===== config.mk =====
export PLATFORM = sky130hd
export DESIGN_NAME = pc_sequencer_flat
export DESIGN_NICKNAME = d
export VERILOG_FILES = /design/src/rtl/pc_sequencer_pkg.sv /design/src/rtl/pc_sequencer_if.sv /design/src/rtl/pc_sequencer.sv /design/src/flat_wrapper.sv
export SDC_FILE = /design/constraint.sdc
export NUM_CORES = 1
export LEC_CHECK = 0
export CAP_MARGIN = 20
export CORE_AREA = 2 2 159 130
export CTS_CLUSTER_DIAMETER = 200
export DETAILED_ROUTE_END_ITERATION = 6
export DIE_AREA = 0 0 161 132
export PLACE_DENSITY = 0.64
export SETUP_SLACK_MARGIN = 0.05
export SLEW_MARGIN = 15
export SYNTH_ARGS = -nofsm -noshare
export SYNTH_HDL_FRONTEND = slang
export SYNTH_SLANG_ARGS = --single-unit

===== constraint.sdc =====
create_clock -name clk -period 2.15 [get_ports clk]
set_input_delay 0.43 -clock clk [delete_from_list [all_inputs] [get_ports clk]]
set_output_delay 0.43 -clock clk [all_outputs]
set_load 0.005 [all_outputs]

===== src/rtl/pc_sequencer_pkg.sv =====
// rtl/pc_sequencer_pkg.sv - shared types and constants for the fetch-stage PC sequencer
package pc_seq_pkg;

    typedef enum logic [1:0] {
        ST_INIT  = 2'd0,
        ST_FETCH = 2'd1,
        ST_WAIT  = 2'd2,
        ST_HOLD  = 2'd3
    } state_t;

    localparam logic [1:0]  CAUSE_ACCESS   = 2'b01;
    localparam logic [1:0]  CAUSE_MISALIGN = 2'b10;
    localparam logic [31:0] INSN_BYTES     = 32'd4;

endpackage


===== src/rtl/pc_sequencer_if.sv =====
// rtl/pc_sequencer_if.sv - instruction-memory fetch and decode hand-off bundle
interface pc_sequencer_if;

    logic        imem_req;
    logic [31:0] imem_addr;
    logic        imem_ack;
    logic [31:0] imem_rdata;
    logic        imem_err;
    logic        if_valid;
    logic [31:0] if_instr;
    logic [31:0] if_pc;
    logic        if_ready;

    modport master (
        output imem_req, imem_addr,
        input  imem_ack, imem_rdata, imem_err,
        output if_valid, if_instr, if_pc,
        input  if_ready
    );

    modport slave (
        input  imem_req, imem_addr,
        output imem_ack, imem_rdata, imem_err,
        input  if_valid, if_instr, if_pc,
        output if_ready
    );

endinterface


===== src/rtl/pc_sequencer.sv =====
// rtl/pc_sequencer.sv - fetch controller choosing the next PC and handing instructions to decode
module pc_sequencer
    import pc_seq_pkg::*;
#(
    parameter logic [31:0] RESET_VECTOR = 32'h0000_0000,
    parameter logic [31:0] TRAP_VECTOR  = 32'h0000_0100
) (
    input  logic                  clk,
    input  logic                  res,
    input  logic [31:0]           pc_cur,
    output logic                  pc_write,
    output logic [31:0]           pc_next,
    pc_sequencer_if.master        fbus,
    input  logic                  redirect_valid,
    input  logic [31:0]           redirect_target,
    output logic                  trap_valid,
    output logic [1:0]            trap_cause,
    output logic [31:0]           trap_epc
);

    state_t      state, state_nxt;
    logic        kill, kill_nxt;
    logic [31:0] kill_tgt, kill_tgt_nxt;
    logic        if_valid_q;
    logic [31:0] if_instr_q, if_pc_q;
    logic        load;

    logic        wr_c, req_c, trap_c;
    logic [31:0] next_c, epc_c;
    logic [1:0]  cause_c;

    logic        misalign;
    logic [31:0] redir_addr;

    // A misaligned target never reaches the PC; the trap vector replaces it.
    assign misalign   = redirect_target[1:0] != 2'b00;
    assign redir_addr = misalign ? TRAP_VECTOR : redirect_target;

    always_comb begin
        state_nxt    = state;
        kill_nxt     = kill;
        kill_tgt_nxt = kill_tgt;
        load         = 1'b0;
        wr_c         = 1'b0;
        next_c       = 32'd0;
        req_c        = 1'b0;
        trap_c       = 1'b0;
        cause_c      = 2'b00;
        epc_c        = 32'd0;

        // Redirect handling shared by every state that honours it.
        if (state != ST_INIT && redirect_valid && misalign) begin
            trap_c  = 1'b1;
            cause_c = CAUSE_MISALIGN;
            epc_c   = redirect_target;
        end

        case (state)
            ST_INIT: begin
                wr_c      = 1'b1;
                next_c    = RESET_VECTOR;
                state_nxt = ST_FETCH;
            end
            ST_FETCH: begin
                if (redirect_valid) begin
                    wr_c      = 1'b1;
                    next_c    = redir_addr;
                    state_nxt = ST_FETCH;
                end else begin
                    req_c     = 1'b1;
                    state_nxt = ST_WAIT;
                end
            end
            ST_WAIT: begin
                if (redirect_valid && fbus.imem_ack) begin
                    wr_c      = 1'b1;
                    next_c    = redir_addr;
                    kill_nxt  = 1'b0;
                    state_nxt = ST_FETCH;
                end else if (redirect_valid) begin
                    kill_nxt     = 1'b1;
                    kill_tgt_nxt = redir_addr;
                end else if (fbus.imem_ack) begin
                    state_nxt = ST_FETCH;
                    wr_c      = 1'b1;
                    if (kill) begin
                        next_c   = kill_tgt;
                        kill_nxt = 1'b0;
                    end else if (fbus.imem_err) begin
                        next_c  = TRAP_VECTOR;
                        trap_c  = 1'b1;
                        cause_c = CAUSE_ACCESS;
                        epc_c   = pc_cur;
                    end else begin
                        wr_c      = 1'b0;
                        load      = 1'b1;
                        state_nxt = ST_HOLD;
                    end
                end
            end
            ST_HOLD: begin
                if (redirect_valid) begin
                    wr_c      = 1'b1;
                    next_c    = redir_addr;
                    state_nxt = ST_FETCH;
                end else if (fbus.if_ready) begin
                    wr_c      = 1'b1;
                    next_c    = pc_cur + INSN_BYTES;
                    state_nxt = ST_FETCH;
                end
            end
            default: state_nxt = ST_INIT;
        endcase
    end

    always_ff @(posedge clk) begin
        if (res) begin
            state      <= ST_INIT;
            kill       <= 1'b0;
            kill_tgt   <= 32'd0;
            if_valid_q <= 1'b0;
            if_instr_q <= 32'd0;
            if_pc_q    <= 32'd0;
        end else begin
            state      <= state_nxt;
            kill       <= kill_nxt;
            kill_tgt   <= kill_tgt_nxt;
            if_valid_q <= state_nxt == ST_HOLD;
            if (load) begin
                if_instr_q <= fbus.imem_rdata;
                if_pc_q    <= pc_cur;
            end
        end
    end

    // Everything is forced quiet while reset is held.
    assign pc_write       = !res && wr_c;
    assign pc_next        = res ? 32'd0 : next_c;
    assign fbus.imem_req  = !res && req_c;
    assign fbus.imem_addr = res ? 32'd0 : pc_cur;
    assign trap_valid     = !res && trap_c;
    assign trap_cause     = res ? 2'b00 : cause_c;
    assign trap_epc       = res ? 32'd0 : epc_c;
    assign fbus.if_valid  = !res && if_valid_q;
    assign fbus.if_instr  = res ? 32'd0 : if_instr_q;
    assign fbus.if_pc     = res ? 32'd0 : if_pc_q;

endmodule


===== src/flat_wrapper.sv =====
// flat-port wrapper written by rule: the top's interface ports become plain ports
module pc_sequencer_flat import pc_seq_pkg::*;
#(
    parameter logic [31:0] RESET_VECTOR = 32'h0000_0000,
    parameter logic [31:0] TRAP_VECTOR  = 32'h0000_0100
)
  (clk, res, pc_cur, pc_write, pc_next, redirect_valid, redirect_target, trap_valid, trap_cause, trap_epc, fbus_imem_req, fbus_imem_addr, fbus_imem_ack, fbus_imem_rdata, fbus_imem_err, fbus_if_valid, fbus_if_instr, fbus_if_pc, fbus_if_ready);
  pc_sequencer_if fbus_i ();
  input  logic clk;
  input  logic res;
  input  logic [31:0] pc_cur;
  output logic pc_write;
  output logic [31:0] pc_next;
  input  logic redirect_valid;
  input  logic [31:0] redirect_target;
  output logic trap_valid;
  output logic [1:0] trap_cause;
  output logic [31:0] trap_epc;
  output wire logic [$bits(fbus_i.imem_req)-1:0] fbus_imem_req;
  output wire logic [$bits(fbus_i.imem_addr)-1:0] fbus_imem_addr;
  input wire logic [$bits(fbus_i.imem_ack)-1:0] fbus_imem_ack;
  input wire logic [$bits(fbus_i.imem_rdata)-1:0] fbus_imem_rdata;
  input wire logic [$bits(fbus_i.imem_err)-1:0] fbus_imem_err;
  output wire logic [$bits(fbus_i.if_valid)-1:0] fbus_if_valid;
  output wire logic [$bits(fbus_i.if_instr)-1:0] fbus_if_instr;
  output wire logic [$bits(fbus_i.if_pc)-1:0] fbus_if_pc;
  input wire logic [$bits(fbus_i.if_ready)-1:0] fbus_if_ready;
  assign fbus_imem_req = fbus_i.imem_req;
  assign fbus_imem_addr = fbus_i.imem_addr;
  assign fbus_i.imem_ack = fbus_imem_ack;
  assign fbus_i.imem_rdata = fbus_imem_rdata;
  assign fbus_i.imem_err = fbus_imem_err;
  assign fbus_if_valid = fbus_i.if_valid;
  assign fbus_if_instr = fbus_i.if_instr;
  assign fbus_if_pc = fbus_i.if_pc;
  assign fbus_i.if_ready = fbus_if_ready;
  pc_sequencer #(.RESET_VECTOR(RESET_VECTOR), .TRAP_VECTOR(TRAP_VECTOR)) u_core (.clk(clk), .res(res), .pc_cur(pc_cur), .pc_write(pc_write), .pc_next(pc_next), .fbus(fbus_i), .redirect_valid(redirect_valid), .redirect_target(redirect_target), .trap_valid(trap_valid), .trap_cause(trap_cause), .trap_epc(trap_epc));
endmodule

==> results by stage <==
Die:
- The initial core utilization is 29.5%.
- For this design the top-level I/O count stands at 268.
- The die is 161 µm wide.
- The total area inside the core boundary comes to 0.0196 mm².
- Measured along the y axis, the die boundary spans 132 µm.
- The standard-cell row count is 46.
- The floorplan step defined a die boundary enclosing 0.0213 mm².

Final layout:
- The area growth from synthesis to layout is 89.2%.
- In the layout the commonest cells are sky130_fd_sc_hd__nand2_1 (165), sky130_fd_sc_hd__clkdlybuf4s50_1 (154), sky130_fd_sc_hd__buf_4 (135).
- The number of filler instances in the final layout is 1848.
- The count of placed standard cells in the final layout, fillers left out is 1459.
- At the end of the flow, the number of nets in the layout was 1292.
- The leading cell type in the layout, fill and taps excluded is sky130_fd_sc_hd__nand2_1.
- The ratio of cells with drive above 1 in the final layout is 32.5%.
- The post-route cell area is 0.0109 mm².

Synthesis:
- Summing every instance area after synthesis gives 0.00577 mm².
- Summing the areas of all xor and xnor instances in the mapped netlist gives 4.10% of the synthesized area.
- The unique cell type count in the Yosys netlist is 52.
- The mux cell area share after synthesis is 0.173%.
- Dividing the synthesized area by the synthesized cell count gives 7.38 µm².
- Summed over its instances, the top area cell type makes up 34.7% of the synthesized netlist area.
- Summing the areas of all and, or, nand and nor instances in the mapped netlist gives 34.1% of the synthesized area.
- The synthesized design contains 0 enable-type register cells.
- Summing the areas of all compound-gate instances in the mapped netlist gives 21.2% of the synthesized area.
- The adder and majority cell fraction of the synthesized area is 0.217%.
- In the synthesized netlist the async set-or-reset flop fraction comes to 0%.
- The dominant combinational cell family by area after synthesis is simple AND/OR/NAND/NOR gates.
- sky130_fd_sc_hd__dfxtp_1 takes more of the synthesized area than any other cell.
- Ranked by total cell area, the synthesized netlist is headed by sky130_fd_sc_hd__dfxtp_1 (35%), sky130_fd_sc_hd__nand2_1 (11%), sky130_fd_sc_hd__nor2b_1 (11%).
- The number of warnings issued by yosys is 0.
- In this run, synthesis produced a sequential element count of 100.
- Synthesis handed over a netlist of 782 instances.
- The share of synthesized area occupied by flip-flops and latches is 34.7%.
- The number of nets produced by synthesis is 885.
- The predominant post-synthesis flop cell is sky130_fd_sc_hd__dfxtp_1.

Clock tree:
- The cell at the root of the clock tree is sky130_fd_sc_hd__clkbuf_16.
- For this design, the sink count on the clock tree is 100.
- The hold buffer count at CTS is 0.
- Clock latency on the worst-skew pair, taken at its later pin, is 360 ps.
- The H-tree was split into 3 levels.
- The number of clock buffers inserted by TritonCTS is 9.
- The CTS tree is built.
- After clock tree synthesis, the clock-pin slew on the worst setup and hold paths is 70 ps.
- The maximum buffer depth of the clock tree is 2.

Placement:
- Input and output buffers added on the ports amount to 267.
- The weighted congestion at the end of routability-driven global placement is 0.929.
- The placed instances occupy a cell area of 0.00962 mm².
- The total instance count after detailed placement is 1376.
- After legalization and detailed placement, the total HPWL measured 18400 µm.

GRT:
- The number of global-route vias before repair is 7233.
- The first global-routing pass estimated 41500 µm of wire.
- The largest net degree at the start of global routing is 96.
- The global route total overflow is 0.
- The initial antenna violation count came to 1.
- Global routing consumed, over all layers together, 25.0% of the routing resources.

Timing:
- The peak clock frequency supported by timing is 0.402 GHz.
- Setup repair after global routing could not meet its margin everywhere.
- The slew of the pin with the lowest slew margin is 648 ps.
- The max-slew violation count is 0.
- Subtracting the final worst setup slack from the clock period gives 2490 ps.
- The final number of setup-violating endpoints is 66.
- The worst relative slew slack is 56.8%.
- Across the routed clock network, the largest skew measured is 10.0 ps.
- Across all setup checks in the final design, the least slack found is -338 ps.
- The final critical path takes up 116% of the cycle.
- The number of hold violations in the final report came to 0.

Critical path:
- The critical register-to-register path startpoint is u_core.state[0]$_SDFF_PP0_.
- Data arrives at the worst endpoint at 2060 ps.
- The critical path goes through clkdlybuf4s15_1 > nand3_4 > nor4_4 > buf_4 > nand4_4 > xor2_2 > a311oi_2 > buf_2.
- The buffers plus inverters on the worst setup path is 3.
- The launching instance or port of the critical path is pc_cur[16].
- On the critical path the largest part of the delay comes from buffers and inverters.
- The nature of the critical path endpoint is an output pin.
- In this run the register-to-register setup slack is 160 ps.
- STA classifies the critical path startpoint as a primary input.
- On the worst path, the slowest cell contributes a delay of 340 ps.
- The data required time at the worst endpoint is 1720 ps.
- The master of the slowest instance on the critical path is sky130_fd_sc_hd__nor4_4.
- The worst setup path is of the primary input to output pin kind.
- In this run the worst path has a maximum fanout of 3.

Flow run:
- The tool flagged a number of max-cap violations equal to 0.

Power and ir drop:
- The share of total power dissipated in sequential elements is 42.3%.
- The part of the power in combinational logic is 21.5%.
- The proportion of power drawn by the clock network is 36.2%.
- The power density over the cells is 403 mW/mm².
- Cell internal power was estimated by the tool at 0.00316 W.
- The total power is 0.00440 W.
- The net load switching power is 0.00124 W.
- Net switching is 28.3% of the power.
- VDD sags by at most 0.000352 V.
- Summed over all cells, the static leakage comes to 4.32 nW.

Routing:
- Dividing the detail-routed via count by the number of cells gives 5.15.
- The remaining number of nets flagged by the antenna check after routing is 0.
- The violation count after the first detailed-routing iteration is 582.
- Detailed routing inserted a total of 7512 vias.
- For this run, design rule violations remaining after detail routing come to 0.
- After detailed routing, the average wire length per cell comes to 19.1 µm.
- The total routed wirelength is 27900 µm.
- The first TritonRoute pass finished after 6 iterations.

Outcome:
- The final reports fail on negative setup slack.
- The run finished, with violations left.

Worst hold path:
- The tightest min-delay check is of the primary input to flop type.
- The startpoint of the most critical hold path is pc_cur[4].
## worst min-delay path: cells and delay by family
family / cells / cell delay, ps
AOI/OAI and AO/OA: 1 / 60
and+or+nand+nor: 1 / 60
buffers and inverters: 1 / 150
## synthesized netlist by cell type (2+ instances only)
| cell type | number |
|---|---|
| sky130_fd_sc_hd__xor2_1 | 19 |
| sky130_fd_sc_hd__a221oi_1 | 2 |
| sky130_fd_sc_hd__nor2_1 | 24 |
| sky130_fd_sc_hd__or3_1 | 2 |
| sky130_fd_sc_hd__nor3_1 | 5 |
| sky130_fd_sc_hd__and2_1 | 2 |
| sky130_fd_sc_hd__clkbuf_1 | 51 |
| sky130_fd_sc_hd__nor4_4 | 2 |
| sky130_fd_sc_hd__buf_1 | 2 |
| sky130_fd_sc_hd__and3_1 | 5 |
| sky130_fd_sc_hd__o22ai_1 | 20 |
| sky130_fd_sc_hd__or2_2 | 2 |
| sky130_fd_sc_hd__nand4_1 | 7 |
| sky130_fd_sc_hd__inv_1 | 3 |
| sky130_fd_sc_hd__xnor2_1 | 8 |
| sky130_fd_sc_hd__buf_2 | 19 |
| sky130_fd_sc_hd__a22oi_1 | 22 |
| sky130_fd_sc_hd__dfxtp_1 | 100 |
| sky130_fd_sc_hd__nand2b_1 | 2 |
| sky130_fd_sc_hd__a21oi_1 | 100 |
| sky130_fd_sc_hd__nand2_1 | 172 |
| sky130_fd_sc_hd__a222oi_1 | 7 |
| sky130_fd_sc_hd__nor3b_1 | 2 |
| sky130_fd_sc_hd__a22o_1 | 32 |
| sky130_fd_sc_hd__and4_1 | 2 |
| sky130_fd_sc_hd__nand4bb_1 | 2 |
| sky130_fd_sc_hd__nor2b_1 | 98 |
| sky130_fd_sc_hd__nand3_1 | 46 |
## cells by family (layout without fill, tap and decap cells)
logic type	after synthesis	after routing
buf+inv	77	489
other cells	0	1
xor+xnor	27	27
simple gates	385	385
mux	1	1
compound gates	191	191
fa+ha+maj	1	1
flops	100	100
## metal layers
metal | routed length (µm) | vias to the layer above | track usage [%]
met3 | 2550 | 50 | 7.49
met2 | 12800 | 387 | 39.8
met1 | 12000 | 3549 | 32.9
met4 | 617 | 0 | 6.85
li1 | - | 3526 | -
met5 | 0 | - | 0
## sequential cells by signal, summed over array words and instances, names as in the netlist
| signal | cells |
|---|---|
| u_core.if_instr_q | 32 |
| u_core.if_pc_q | 32 |
| u_core.kill_tgt | 32 |
| u_core.state | 2 |
| u_core.if_valid_q | 1 |
| u_core.kill | 1 |
## power groups by stage
stage | logic [W] | registers (W) | clock network, W
2_1_floorplan | 0.000238 | 0.00190 | 0
3_3_place_gp | 0.000826 | 0.00191 | 0
3_5_place_dp | 0.000824 | 0.00191 | 0
4_1_cts | 0.000899 | 0.00186 | 0.00163
5_1_grt | 0.000990 | 0.00186 | 0.00171
6_report | 0.000946 | 0.00186 | 0.00159
## what timing repair did
item | CTS | global route
pin swaps | 85 | 46
endpoints found under the setup margin | 99 | 83
gates cloned | 8 | 1
setup buffers | 50 | 12
resized for setup | 449 | 75
## path summary, 6_finish.rpt
check	endpoint	cells past startpoint
setup / recovery	pc_next[31]	8
hold / removal	u_core.if_pc_q[4]$_SDFFE_PP0P_	3
setup reg to reg	u_core.if_pc_q[30]$_SDFFE_PP0P_	10
hold reg to reg	u_core.if_pc_q[31]$_SDFFE_PP0P_	2
## per-stage QoR
| step | hold slack (ps) | util [%] | setup WS [ps] | TNS [ps] |
|---|---|---|---|---|
| final | 403 | 55.8 | -338 | -13040 |
| after global placement | 437 | 49.1 | -1070 | -78230 |
| after CTS | 410 | 54.3 | -336 | -15540 |
| after floorplan | 427 | - | 76.7 | 0 |
| after detailed placement | 440 | 49.1 | -1040 | -78820 |
| after global routing | 417 | 55.8 | -403 | -18690 |
## area by class of cell
cell class | count | area [µm²] | area share (%)
repair buffers | 470 | 4360 | 39.9
multi-input cells | 605 | 3920 | 35.9
flip-flops and latches | 100 | 2010 | 18.4
well taps | 264 | 330 | 3.02
clock buffers | 9 | 225 | 2.06
clock inverters | 7 | 58.8 | 0.538
inverters | 3 | 11.3 | 0.103
diodes | 1 | 2.50 | 0.0229
Power figures use the tool's default switching activity.
